`src/rtl/xilinx_reset_sequencer.sv`:
```
// Board-level reset/boot sequencer: holds the Cheshire SoC in reset until the
// clock wizard lock is stable and (optionally) DDR has calibrated, latches the
// boot mode on release, handles VIO software resets and flags calib timeouts.
module xilinx_reset_sequencer #(
    parameter int unsigned LockStableCycles   = 1024,
    parameter int unsigned CalibTimeoutCycles = 2_500_000,
    parameter int unsigned SwResetCycles      = 16
) (
    input  logic       soc_clk,
    input  logic       rst_n,
    input  logic       clk_locked_i,
    input  logic       ddr_calib_done_i,
    input  logic       ddr_present_i,
    input  logic       sw_reset_i,
    input  logic [1:0] boot_mode_i,
    output logic       soc_rst_no,
    output logic [1:0] boot_mode_o,
    output logic       calib_timeout_o,
    output logic [2:0] state_o
);

    localparam int unsigned MaxLockCalib = (LockStableCycles > CalibTimeoutCycles) ?
                                           LockStableCycles : CalibTimeoutCycles;
    localparam int unsigned MaxCycles    = (MaxLockCalib > SwResetCycles) ?
                                           MaxLockCalib : SwResetCycles;
    localparam int unsigned CntW         = $clog2(MaxCycles) + 1;

    localparam logic [CntW-1:0] LockLast  = CntW'(LockStableCycles - 1);
    localparam logic [CntW-1:0] CalibLast = CntW'(CalibTimeoutCycles - 1);
    localparam logic [CntW-1:0] SwLast    = CntW'(SwResetCycles - 1);
    localparam logic [CntW-1:0] CntSat    = '1;

    typedef enum logic [2:0] {
        StWaitLock   = 3'd0,
        StLockStable = 3'd1,
        StWaitCalib  = 3'd2,
        StRelease    = 3'd3,
        StRun        = 3'd4,
        StSwRst      = 3'd5,
        StFault      = 3'd6
    } state_e;

    state_e            state_q, state_d;
    logic [CntW-1:0]   cnt_q, cnt_d;
    logic              soc_rst_n_q, soc_rst_n_d;
    logic [1:0]        boot_mode_q, boot_mode_d;
    logic              calib_timeout_q, calib_timeout_d;
    logic              lock_meta_q, lock_meta_d;
    logic              lock_sync_q, lock_sync_d;
    logic              calib_meta_q, calib_meta_d;
    logic              calib_sync_q, calib_sync_d;
    logic              sw_prev_q, sw_prev_d;
    logic              swr;

    // Software reset acts only on the rising edge of the VIO request
    assign swr = sw_reset_i & ~sw_prev_q;

    // Next-state, counter, synchronizer and output computation
    always_comb begin
        state_d         = state_q;
        cnt_d           = (cnt_q == CntSat) ? cnt_q : cnt_q + CntW'(1);
        boot_mode_d     = boot_mode_q;
        calib_timeout_d = calib_timeout_q;
        lock_meta_d     = clk_locked_i;
        lock_sync_d     = lock_meta_q;
        calib_meta_d    = ddr_calib_done_i;
        calib_sync_d    = calib_meta_q;
        sw_prev_d       = sw_reset_i;

        case (state_q)
            StWaitLock: begin
                if (lock_sync_q) state_d = StLockStable;
            end
            StLockStable: begin
                if (!lock_sync_q)         state_d = StWaitLock;
                else if (cnt_q == LockLast) state_d = ddr_present_i ? StWaitCalib : StRelease;
            end
            StWaitCalib: begin
                if (!lock_sync_q)      state_d = StWaitLock;
                else if (calib_sync_q) state_d = StRelease;
                else if (cnt_q == CalibLast) begin
                    state_d         = StFault;
                    calib_timeout_d = 1'b1;
                end
            end
            StRelease: begin
                boot_mode_d = boot_mode_i;
                if (!lock_sync_q) state_d = StWaitLock;
                else if (swr)     state_d = StSwRst;
                else              state_d = StRun;
            end
            StRun: begin
                if (!lock_sync_q)                       state_d = StWaitLock;
                else if (swr)                           state_d = StSwRst;
                else if (ddr_present_i && !calib_sync_q) state_d = StWaitCalib;
            end
            StSwRst: begin
                // A fresh request while already resetting restarts the pulse
                if (!lock_sync_q)                        state_d = StWaitLock;
                else if (swr)                            cnt_d   = '0;
                else if (cnt_q >= SwLast && !sw_reset_i) state_d = StRelease;
            end
            StFault: begin
                // Only a software reset leaves FAULT; lock activity is ignored
                if (swr) begin
                    state_d         = StWaitLock;
                    calib_timeout_d = 1'b0;
                end
            end
            default: state_d = StWaitLock;
        endcase

        if (state_d != state_q) cnt_d = '0;
        soc_rst_n_d = (state_d == StRun);
    end

    // State, counter, synchronizer and output registers
    always_ff @(posedge soc_clk or negedge rst_n) begin
        if (!rst_n) begin
            state_q         <= StWaitLock;
            cnt_q           <= '0;
            soc_rst_n_q     <= 1'b0;
            boot_mode_q     <= 2'b00;
            calib_timeout_q <= 1'b0;
            lock_meta_q     <= 1'b0;
            lock_sync_q     <= 1'b0;
            calib_meta_q    <= 1'b0;
            calib_sync_q    <= 1'b0;
            sw_prev_q       <= 1'b0;
        end else begin
            state_q         <= state_d;
            cnt_q           <= cnt_d;
            soc_rst_n_q     <= soc_rst_n_d;
            boot_mode_q     <= boot_mode_d;
            calib_timeout_q <= calib_timeout_d;
            lock_meta_q     <= lock_meta_d;
            lock_sync_q     <= lock_sync_d;
            calib_meta_q    <= calib_meta_d;
            calib_sync_q    <= calib_sync_d;
            sw_prev_q       <= sw_prev_d;
        end
    end

    assign soc_rst_no      = soc_rst_n_q;
    assign boot_mode_o     = boot_mode_q;
    assign calib_timeout_o = calib_timeout_q;
    assign state_o         = state_q;

endmodule

```
`config.mk`:
```
export PLATFORM = sky130hd
export DESIGN_NAME = xilinx_reset_sequencer
export DESIGN_NICKNAME = d
export VERILOG_FILES = /design/src/rtl/xilinx_reset_sequencer.sv
export SDC_FILE = /design/constraint.sdc
export NUM_CORES = 1
export LEC_CHECK = 0
export CAP_MARGIN = 25
export CORE_ASPECT_RATIO = 1.1
export CORE_MARGIN = 4
export CORE_UTILIZATION = 58
export DETAILED_ROUTE_END_ITERATION = 7
export HOLD_SLACK_MARGIN = 0.12
export PLACE_DENSITY_LB_ADDON = 0.3
export SLEW_MARGIN = 25
export SYNTH_ARGS = -nofsm -noshare
export SYNTH_HDL_FRONTEND = slang
export SYNTH_SLANG_ARGS = --single-unit
```
`constraint.sdc`:
```
create_clock -name soc_clk -period 3.1 [get_ports soc_clk]
set_input_delay 0.465 -clock soc_clk [delete_from_list [all_inputs] [get_ports soc_clk]]
set_output_delay 0.465 -clock soc_clk [all_outputs]
set_load 0.02 [all_outputs]
```
==> summary.txt, run 1 <==
Critical path endpoint category: flop
H-tree depth: 2
Synth Area in Simple Gates: 0.312
Max-Cap Viols: 0
# IOs: 15
CP required: 3310 ps
Maximum clock rate: 0.392 GHz
Rows: 22
Yosys cell types: 52
Worst-margin pin slew: 752 ps
Worst Hold Class: reg -> reg
Area delta synth->final: 10.8%
DRC: 0
Adder-Cell Fraction of Synth Area: 0.00625
WL per Instance: 16.0 um
Placeable Area: 3330 um2
Peak VDD IR: 0.240 mV
Antenna diode count: 0
Critical path fanouts, max: 23
Largest family of logic cells by synthesized area: simple AND/OR/NAND/NOR gates
1st-iter DRT viols: 82
Clock Sinks: 35
Final design utilization: 0.666
Root buf cell: clkbuf_4
Total CTS buffers: 5
First-pass GRT wire length: 7.53 mm
CP Launch Type: flop
Final instance area: 2220 um2
Cells after DPL: 262
CTS Hold Bufs: 0
Die width: 64.0 um
Max stage delay on crit path: 600 ps
Final GP Congestion: 0.885
ANT nets after route: 0
Post-Syn Instances: 205
Max_slew headroom: 0.495
Final Power: 862 uW
Fraction of layout cells with a size suffix above 1: 0.153
Largest area contributor in the netlist: dfrtp_1
Hold_ws: 361 ps
TritonCTS clock tree: done
Post-DR vias/cell: 5.87
Largest net degree at the start of global routing: 36
Main synth FF type: dfrtp_1
Synthesized area: 2000 um2
Compound-Gate Fraction of Synth Area: 0.103
Global Route Usage Sum: 0.215
Post-CTS Setup Inserts: 0
Final Hold Vio Count: 0
Fin nets: 230
Setup TNS: 0 ps
Die extent in y: 69.6 um
XOR/XNOR Fraction of Synth Area: 0.0831
FF+latch count, synth: 35
Number of flops mapped to enable cells by yosys: 0
Syn. warnings: 0
Pleak: 0.902 nW
Initial Util: 0.601
Delay-heaviest family, CP: simple AND/OR/NAND/NOR gates
Slowest-stage cell, CP: or4_4
Top cell type's share of synthesized area: 0.438
CP arrival: 2760 ps
Latest clock arrival within the worst-skew pair: 340 ps
DP Wirelength: 3.07 mm
CP Class: reg -> reg
PnR worst setup slack: 548 ps
Fraction of synthesized area in multiplexers: 0.0163
Final cell count without fillers: 270
Tcrit/Tclk final: 0.823
Sequential area share after synthesis: 0.438
Post-DP Area: 2170 um2
Crit path buf inv count: 1
Top cells by area, synth: dfrtp_1 44%, xnor2_1 4.4%, nor2_1 4.1%
Reg clk slew, reported paths: 100 ps
Initial antenna violation count: 0
Slew Limit Fails: 0
Bufs on Longest Clock Path: 2
Worst Skew: 8.73 ps
Detailed Routing Iterations Pass 1: 4
Min Clock Period, post-route: 2550 ps
Gr ovfl total: 0
RSZ-0062 raised after global routing: false
I/O Buffers: 14
Synth Net Count: 214
Post-Route WL: 4.31 mm
Cell Chain, Critical Path: ha_1 > nand3_1 > or4_4 > o211ai_1 > a221oi_2 > o211ai_4 > buf_4 > nor2_1
P per Cell Area: 389 nW/um2
Status: finished clean
Full die area: 4460 um2
Worst slack at placement: 492 ps
Detailed-route via count: 1586
PostCTS Resize Cnt: 0
Syn avg cell area: 9.77 um2
Ys async rst share: 1.00
Vias in the first global route: 1619
Setup violators final: 0
-- where the power goes --
group          switching [mW]  internal (mW)  total (mW)
Clock                   0.150         0.0884       0.238
Sequential             0.0289          0.476       0.505
Combinational          0.0688         0.0501       0.119
-- path summary, 6_finish.rpt --
kind	startpoint	endpoint	slack, ps	cells after the start
hold reg to reg	lock_meta_q$_DFF_PN0_	lock_sync_q$_DFF_PN0_	360	0
hold / removal	lock_meta_q$_DFF_PN0_	lock_sync_q$_DFF_PN0_	360	0
setup / recovery	cnt_q[0]$_DFF_PN0_	cnt_q[8]$_DFF_PN0_	550	8
max in group asynchronous	rst_n	cnt_q[3]$_DFF_PN0_	2250	2
setup reg to reg	cnt_q[0]$_DFF_PN0_	cnt_q[8]$_DFF_PN0_	550	8
min in group asynchronous	rst_n	cnt_q[14]$_DFF_PN0_	530	2
-- cell families after synthesis --
group | Yosys count
DFF | 35
adders and majority gates | 1
xor gates and xnor gates | 19
and+or+nand+nor | 110
buffers and inverters | 14
muxes | 3
AOI/OAI and AO/OA | 23
-- registers in the layout, indices dropped and copies added (netlist names) --
name             count
sw_prev_q            1
calib_meta_q         1
lock_sync_q          1
boot_mode_o          2
cnt_q               23
calib_sync_q         1
soc_rst_no           1
lock_meta_q          1
state_o              3
calib_timeout_o      1
-- cells in the final DEF (no fill, tap or decap), drive strengths merged, types with 2 or more instances in the layout --
cell            n
a31oi           2
and3            7
and4            3
and4b           2
buf             4
clkbuf          7
clkdlybuf4s50  14
dfrtp          35
inv             5
mux2            2
nand2          15
nand2b          2
nand3           8
nand4           9
nor2           32
nor2b           7
nor3            8
nor4            6
o2111ai         3
o211ai          3
o21ai           6
or2             2
or3             2
xnor2          10
xor2            9
-- cells in the mapped netlist (3+ instances only) --
library cell  instances
nor2b_1               7
dfrtp_1              35
and3_1                6
nand4_1               9
clkbuf_1              3
nor2_2               10
and4_1                3
nand2_1              15
nor3_1                7
nor4_1                5
xnor2_1              10
xor2_1                9
buf_6                 3
inv_1                 5
o21ai_0               6
nor2_1               22
nand3_1               8
-- area by class of cell --
type                            count  area [um2]
Tap cell                           48        60.1
Multi-Input combinational cell    156        1040
Fill cell                         279        1110
Clock inverter                      1        5.00
Timing Repair Buffer               18         170
Inverter                            5        18.8
Clock buffer                        7        45.0
Sequential cell                    35         876
-- layer usage --
layer | routed length, um | part of all wire | track usage | up-vias
met4 | 141 | 0.033 | 0.0959 | 0
met5 | 0 | 0 | 0 | -
met1 | 1850 | 0.43 | 0.267 | 752
met2 | 2080 | 0.48 | 0.347 | 53
li1 | - | - | - | 767
met3 | 240 | 0.056 | 0.0567 | 14
No activity file was read; power rests on OpenSTA's default activity.
==> inputs of run 2 (changes only) <==
==> constraint.sdc (replaced) <==
create_clock -name soc_clk -period 2.5 [get_ports soc_clk]
set_input_delay 0.375 -clock soc_clk [delete_from_list [all_inputs] [get_ports soc_clk]]
set_output_delay 0.375 -clock soc_clk [all_outputs]
set_load 0.02 [all_outputs]
==> run 2 against run 1 <==
Effect of this change: wire length increased by 0.56%; sequential share of layout area decreased by 0.98 points; die area unchanged; global-route usage up 0.56 points; sequential cell count unchanged; largest cell class unchanged; non-clock buffer count grew 7; highest routed layer unchanged.
==> summary.txt, run 2 (synthesis gave the netlist of run 1 again) <==
Status: finished clean
Die extent in y: 69.6 um (unchanged)
Post-CTS Setup Inserts: 0 (unchanged)
Fin nets: 237 (+3.0%)
CP Launch Type: flop
Pleak: 0.937 nW (+3.8%)
Most frequent cells in the layout: 35 x dfrtp_1, 22 x nor2_1, 15 x nand2_1, 14 x clkdlybuf4s50_1
Min Clock Period, post-route: 2320 ps (-229 ps)
Critical Path Source: cnt_q[16]$_DFF_PN0_
Max-Cap Viols: 0 (unchanged)
Antenna diode count: 0 (unchanged)
CP arrival: 2550 ps (-210 ps)
RSZ-0062 raised after global routing: false
PnR worst setup slack: 177 ps (-371 ps)
Final Power: 1.06 mW (+23%)
Rows: 22 (unchanged)
Final Hold Vio Count: 0 (unchanged)
Cell Chain, Critical Path: nor4_1 > and4b_2 > a311oi_1 > a41o_2 > o211ai_4 > buf_4 > nor2_2
R2r startpoint: cnt_q[16]$_DFF_PN0_
1st-iter DRT viols: 173 (+110%)
I/O Buffers: 14 (unchanged)
Fraction of layout cells with a size suffix above 1: 0.176 (+0.0231)
ANT nets after route: 0 (unchanged)
Reg clk slew, reported paths: 90 ps (about the same)
PostCTS Resize Cnt: 0 (unchanged)
Clock share of power: 0.250 (-0.026)
WL per Instance: 15.8 um (-1.3%)
TritonCTS clock tree: done
Hold Path Origin: lock_meta_q$_DFF_PN0_
DP Wirelength: 3.29 mm (+7.2%)
Grt peak-use layer: met2
Root buf cell: clkbuf_4
CTS Hold Bufs: 0 (unchanged)
Largest net degree at the start of global routing: 36 (unchanged)
Setup violators final: 0 (unchanged)
CP required: 2730 ps (-580 ps)
P per Cell Area: 465 nW/um2 (+19%)
Area delta synth->final: 13.6%
Vias in the first global route: 1637 (+1.1%)
Full die area: 4460 um2 (unchanged)
Switching Share: 0.274 (-0.0134)
Slowest-stage cell, CP: dfrtp_1
CP Class: reg -> reg
Most flop-heavy register: cnt_q
Sw Pwr: 289 uW (+17%)
Met3 GRT Util: 0.0502 (-0.00648)
Total CTS buffers: 5 (unchanged)
Bufs on Longest Clock Path: 2 (unchanged)
Global Route Usage Sum: 0.221 (+0.00558)
Placeable Area: 3330 um2 (unchanged)
H-tree depth: 2 (unchanged)
Peak VDD IR: 0.464 mV (+94%)
Met2 usage: 0.347 (unchanged)
Setup TNS: 0 ps (unchanged)
Cell internal pwr: 767 uW (+25%)
Post-Route WL: 4.34 mm (+0.56%)
Critical path fanouts, max: 11 (-52%)
Clock Sinks: 35 (unchanged)
Worst-margin pin slew: 418 ps (-333 ps)
Maximum clock rate: 0.430 GHz (+9.9%)
Final GP Congestion: 0.945 (+6.8%)
Max_slew headroom: 0.721 (+0.226)
Tcrit/Tclk final: 0.929 (+0.106)
Slew Limit Fails: 0 (unchanged)
First-pass GRT wire length: 7.85 mm (+4.2%)
Detailed-route via count: 1650 (+4.0%)
DRC: 0 (unchanged)
Detailed Routing Iterations Pass 1: 4 (unchanged)
Initial Util: 0.601 (unchanged)
Critical path endpoint category: flop
Worst Skew: 3.13 ps (-5.61 ps)
# IOs: 15 (unchanged)
Initial antenna violation count: 0 (unchanged)
Gr ovfl total: 0 (unchanged)
Die width: 64.0 um (unchanged)
Sequential share of power: 0.586 (about the same)
Met1 Use GR: 0.292 (+0.0245)
Post-DR vias/cell: 6.00 (+2.1%)
Commonest non-fill, non-tap cell in the layout: dfrtp_1
Worst Hold Class: reg -> reg
Comb power frac: 0.164 (+0.026)
Worst slack at placement: 46.5 ps (-446 ps)
Max reg flops: 23 (unchanged)
Max stage delay on crit path: 450 ps (-150 ps)
Latest clock arrival within the worst-skew pair: 330 ps (about the same)
[run 2: final timing paths]
kind                       depth (start not counted)                endpoint  slack (ps)
hold / removal                                     0   lock_sync_q$_DFF_PN0_         360
hold reg to reg                                    0   lock_sync_q$_DFF_PN0_         360
max in group asynchronous                          2  calib_meta_q$_DFF_PN0_        1760
min in group asynchronous                          2    state_o[0]$_DFF_PN0_         450
setup / recovery                                   7     cnt_q[14]$_DFF_PN0_         180
setup reg to reg                                   7     cnt_q[14]$_DFF_PN0_         180
[run 2: cell type report]
cell class / instances / area, um2
Clock buffer: 6 / 41.3
Fill cell: 270 / 1060
Inverter: 5 / 18.8
Multi-Input combinational cell: 156 / 1040
Sequential cell: 35 / 876
Tap cell: 48 / 60.1
Timing Repair Buffer: 25 / 235
[run 2: routing by layer]
metal	up-vias	wire [um]
li1	774	-
met1	795	1910
met2	68	2090
met3	13	236
met4	0	104
met5	-	0
[run 2: stage by stage]
step	hold WS [ps]	utilization	instance area, um2	std cells
global route	365	0.683	2270	275
global placement	340	0.670	2230	269
detailed placement	338	0.670	2230	269
floorplan	79.4	-	2000	205
finish	358	0.683	2270	275
CTS	359	0.683	2270	275
[run 2: critical path: cells and delay by family (launching register included)]
kind	cells	cell delay, ps
DFF	1	450
and+or+nand+nor	3	800
AOI/OAI and AO/OA	3	750
buffers and inverters	1	220
[run 2: power by group through the flow]
stage                     registers [mW]  logic, mW  clock network [mW]
after floorplan                    0.628      0.109                   0
after CTS                          0.618      0.175               0.277
final                              0.619      0.174               0.264
after global routing               0.623      0.190               0.315
after detailed placement           0.629      0.175                   0
after global placement             0.626      0.165                   0
==> inputs of run 3 (changes only) <==
--- a/config.mk
+++ b/config.mk
@@ -8,10 +8,12 @@
 export CAP_MARGIN = 25
 export CORE_ASPECT_RATIO = 1.1
 export CORE_MARGIN = 4
-export CORE_UTILIZATION = 58
+export CORE_UTILIZATION = 62
 export DETAILED_ROUTE_END_ITERATION = 7
+export DONT_BUFFER_PORTS = 1
 export HOLD_SLACK_MARGIN = 0.12
 export PLACE_DENSITY_LB_ADDON = 0.3
+export RECOVER_POWER = 100
 export SLEW_MARGIN = 25
 export SYNTH_ARGS = -nofsm -noshare
 export SYNTH_HDL_FRONTEND = slang
==> run 3 against run 2 <==
Effect of this change: the flow now finishes with violations (capacitance limit, slew limit); wire length decreased by 7.2%; combinational power decreased by 19%; sequential power increased by 0.8%; global-route usage decreased by 0.67 points; via count decreased by 4.2%; count of clock-buffer cells in the layout decreased by 1; maximum frequency about the same; sequential share of layout area increased by 3.0 points; largest power group unchanged.
==> summary.txt, run 3 (synthesis gave the netlist of run 1 again) <==
Status: finished, violations left
Failing checks: capacitance limit, slew limit
R2r startpoint: cnt_q[16]$_DFF_PN0_
Register-to-Register Path Depth: 7 (unchanged)
Largest net degree at the start of global routing: 36 (unchanged)
Post-DR vias/cell: 6.32 (+5.3%)
I/O Buffers: 0 (-14)
Critical Path Source: cnt_q[16]$_DFF_PN0_
Root buf cell: clkbuf_4
Gr ovfl total: 0 (unchanged)
DRC: 0 (unchanged)
Post-Route WL: 4.02 mm (-7.2%)
Initial antenna violation count: 0 (unchanged)
Total CTS buffers: 5 (unchanged)
Clock Sinks: 35 (unchanged)
Area delta synth->final: 5.44%
Worst Skew: 6.98 ps (+3.85 ps)
Most flop-heavy register: cnt_q
RSZ-0062 raised after global routing: false
Latest clock arrival within the worst-skew pair: 320 ps (about the same)
Fraction of layout cells with a size suffix above 1: 0.134 (-0.0420)
1st-iter DRT viols: 153 (-12%)
Setup TNS: 0 ps (unchanged)
DP Wirelength: 2.98 mm (-9.6%)
WL per Instance: 16.1 um (+2.0%)
Antenna diode count: 0 (unchanged)
CP Launch Type: flop
Maximum clock rate: 0.431 GHz (about the same)
Detailed-route via count: 1580 (-4.2%)
P per Cell Area: 495 nW/um2 (+6.6%)
Final design utilization: 0.687 (+0.00404)
Reg clk slew, reported paths: 100 ps (about the same)
Fin nets: 224 (-5.5%)
Placeable Area: 3070 um2 (-7.7%)
CP endpoint: cnt_q[2]$_DFF_PN0_
Max_slew headroom: -0.0172 (-0.739)
First-pass GRT wire length: 7.25 mm (-7.6%)
Final GP Congestion: 0.894 (-5.4%)
Die width: 62.2 um (-2.9%)
Critical path endpoint category: flop
Bufs on Longest Clock Path: 2 (unchanged)
Worst Hold Class: in -> reg
Final Hold Vio Count: 0 (unchanged)
Detailed Routing Iterations Pass 1: 4 (unchanged)
Critical path fanouts, max: 10 (-1)
Die extent in y: 67.6 um (-2.9%)
Worst-margin pin slew: 1530 ps (+1110 ps)
Commonest non-fill, non-tap cell in the layout: dfrtp_1
Tcrit/Tclk final: 0.929 (about the same)
# IOs: 15 (unchanged)
CP Class: reg -> reg
Rows: 21 (-4.5%)
CP arrival: 2570 ps (+20 ps)
Slew Limit Fails: 36 (+36)
R2r setup slk: 180 ps (about the same)
Initial Util: 0.651 (+0.0501)
Fillers: 264 (-2.2%)
Most frequent cells in the layout: 35 x dfrtp_1, 31 x nor2_1, 15 x nand2_1, 10 x xnor2_1
Peak VDD IR: 0.413 mV (-11%)
CP required: 2750 ps (+20 ps)
Crit Reg-Reg Endpoint: cnt_q[2]$_DFF_PN0_
Setup violators final: 0 (unchanged)
Max-Cap Viols: 1 (+1)
Vias in the first global route: 1622 (-0.92%)
Pleak: 0.897 nW (-4.2%)
Min Clock Period, post-route: 2320 ps (-1.15 ps)
Global Route Usage Sum: 0.214 (-0.00674)
Max reg flops: 23 (unchanged)
ANT nets after route: 0 (unchanged)
TritonCTS clock tree: done
Full die area: 4200 um2 (-5.7%)
H-tree depth: 2 (unchanged)
run 3: cell count changes in the layout (fill, tap and decap cells not counted):
| cell | previous run | this run |
|---|---|---|
| clkdlybuf4s50_1 | 14 | 0 |
| buf_12 | 1 | 0 |
| nor2_2 | 10 | 1 |
| clkinv_2 | 0 | 3 |
| dlygate4sd3_1 | 0 | 4 |
| dlymetal6s4s_1 | 0 | 1 |
| buf_4 | 10 | 6 |
| nor2_1 | 22 | 31 |
run 3: through the flow:
stage	hold slack [ps]	std cells	setup slack (ps)	instance area, um2	power, mW
floorplan	79.4	205	354	2000	0.737
global placement	80.2	237	288	2030	0.751
detailed placement	80.2	237	204	2030	0.762
CTS	185	250	194	2140	1.07
global route	183	250	40.7	2110	1.11
finish	200	250	178	2110	1.05
run 3: cell type report:
cell class | count | area, um2 | share of cell area
clock inverters | 3 | 15.0 | 0.00711
multi-input cells | 156 | 1020 | 0.483
repair buffers | 12 | 101 | 0.0480
inverters | 5 | 18.8 | 0.00889
flip-flops and latches | 35 | 876 | 0.415
clock buffers | 5 | 37.5 | 0.0178
well taps | 34 | 42.5 | 0.0202
run 3: metal layers:
metal  wire length [um]  GRT usage  up-vias  share of wire
met1               1790      0.271      771           0.44
met3                180     0.0466        8          0.045
li1                   -          -      752              -
met2               2000      0.356       49           0.50
met4                 61     0.0921        0          0.015
met5                  0          0        -              0
run 3: worst min path at each step:
stage	startpoint	endpoint	slack, ps	cells past startpoint
after CTS	boot_mode_i[1]	boot_mode_o[1]$_DFFE_PN0P_	180	1
after detailed placement	rst_n	cnt_q[1]$_DFF_PN0_	80	0
after floorplan	rst_n	boot_mode_o[0]$_DFFE_PN0P_	80	0
after global routing	boot_mode_i[0]	boot_mode_o[0]$_DFFE_PN0P_	180	1
final	boot_mode_i[1]	boot_mode_o[1]$_DFFE_PN0P_	200	1
after global placement	rst_n	cnt_q[3]$_DFF_PN0_	80	0
run 3: repair_timing:
action,CTS,global route
gates resized for setup,0,0
hold buffers,5,0
buffers inserted,0,0
endpoints found under the hold margin,38,0
run 3: worst max-delay path, cell delays in order, from the launching register on:
cell	delay, ps
dfrtp_1	440
nor4_1	400
and4b_2	320
a31oi_1	200
a221oi_2	390
o211ai_4	130
buf_4	190
nor3_1	170
run 3: report_power, final:
| group | internal [mW] | switching (mW) | leakage [nW] |
|---|---|---|---|
| combinational | 0.0563 | 0.0849 | 0.400 |
| clock | 0.105 | 0.176 | 0.0347 |
| sequential | 0.591 | 0.0332 | 0.463 |
| total | 0.751 | 0.294 | 0.897 |
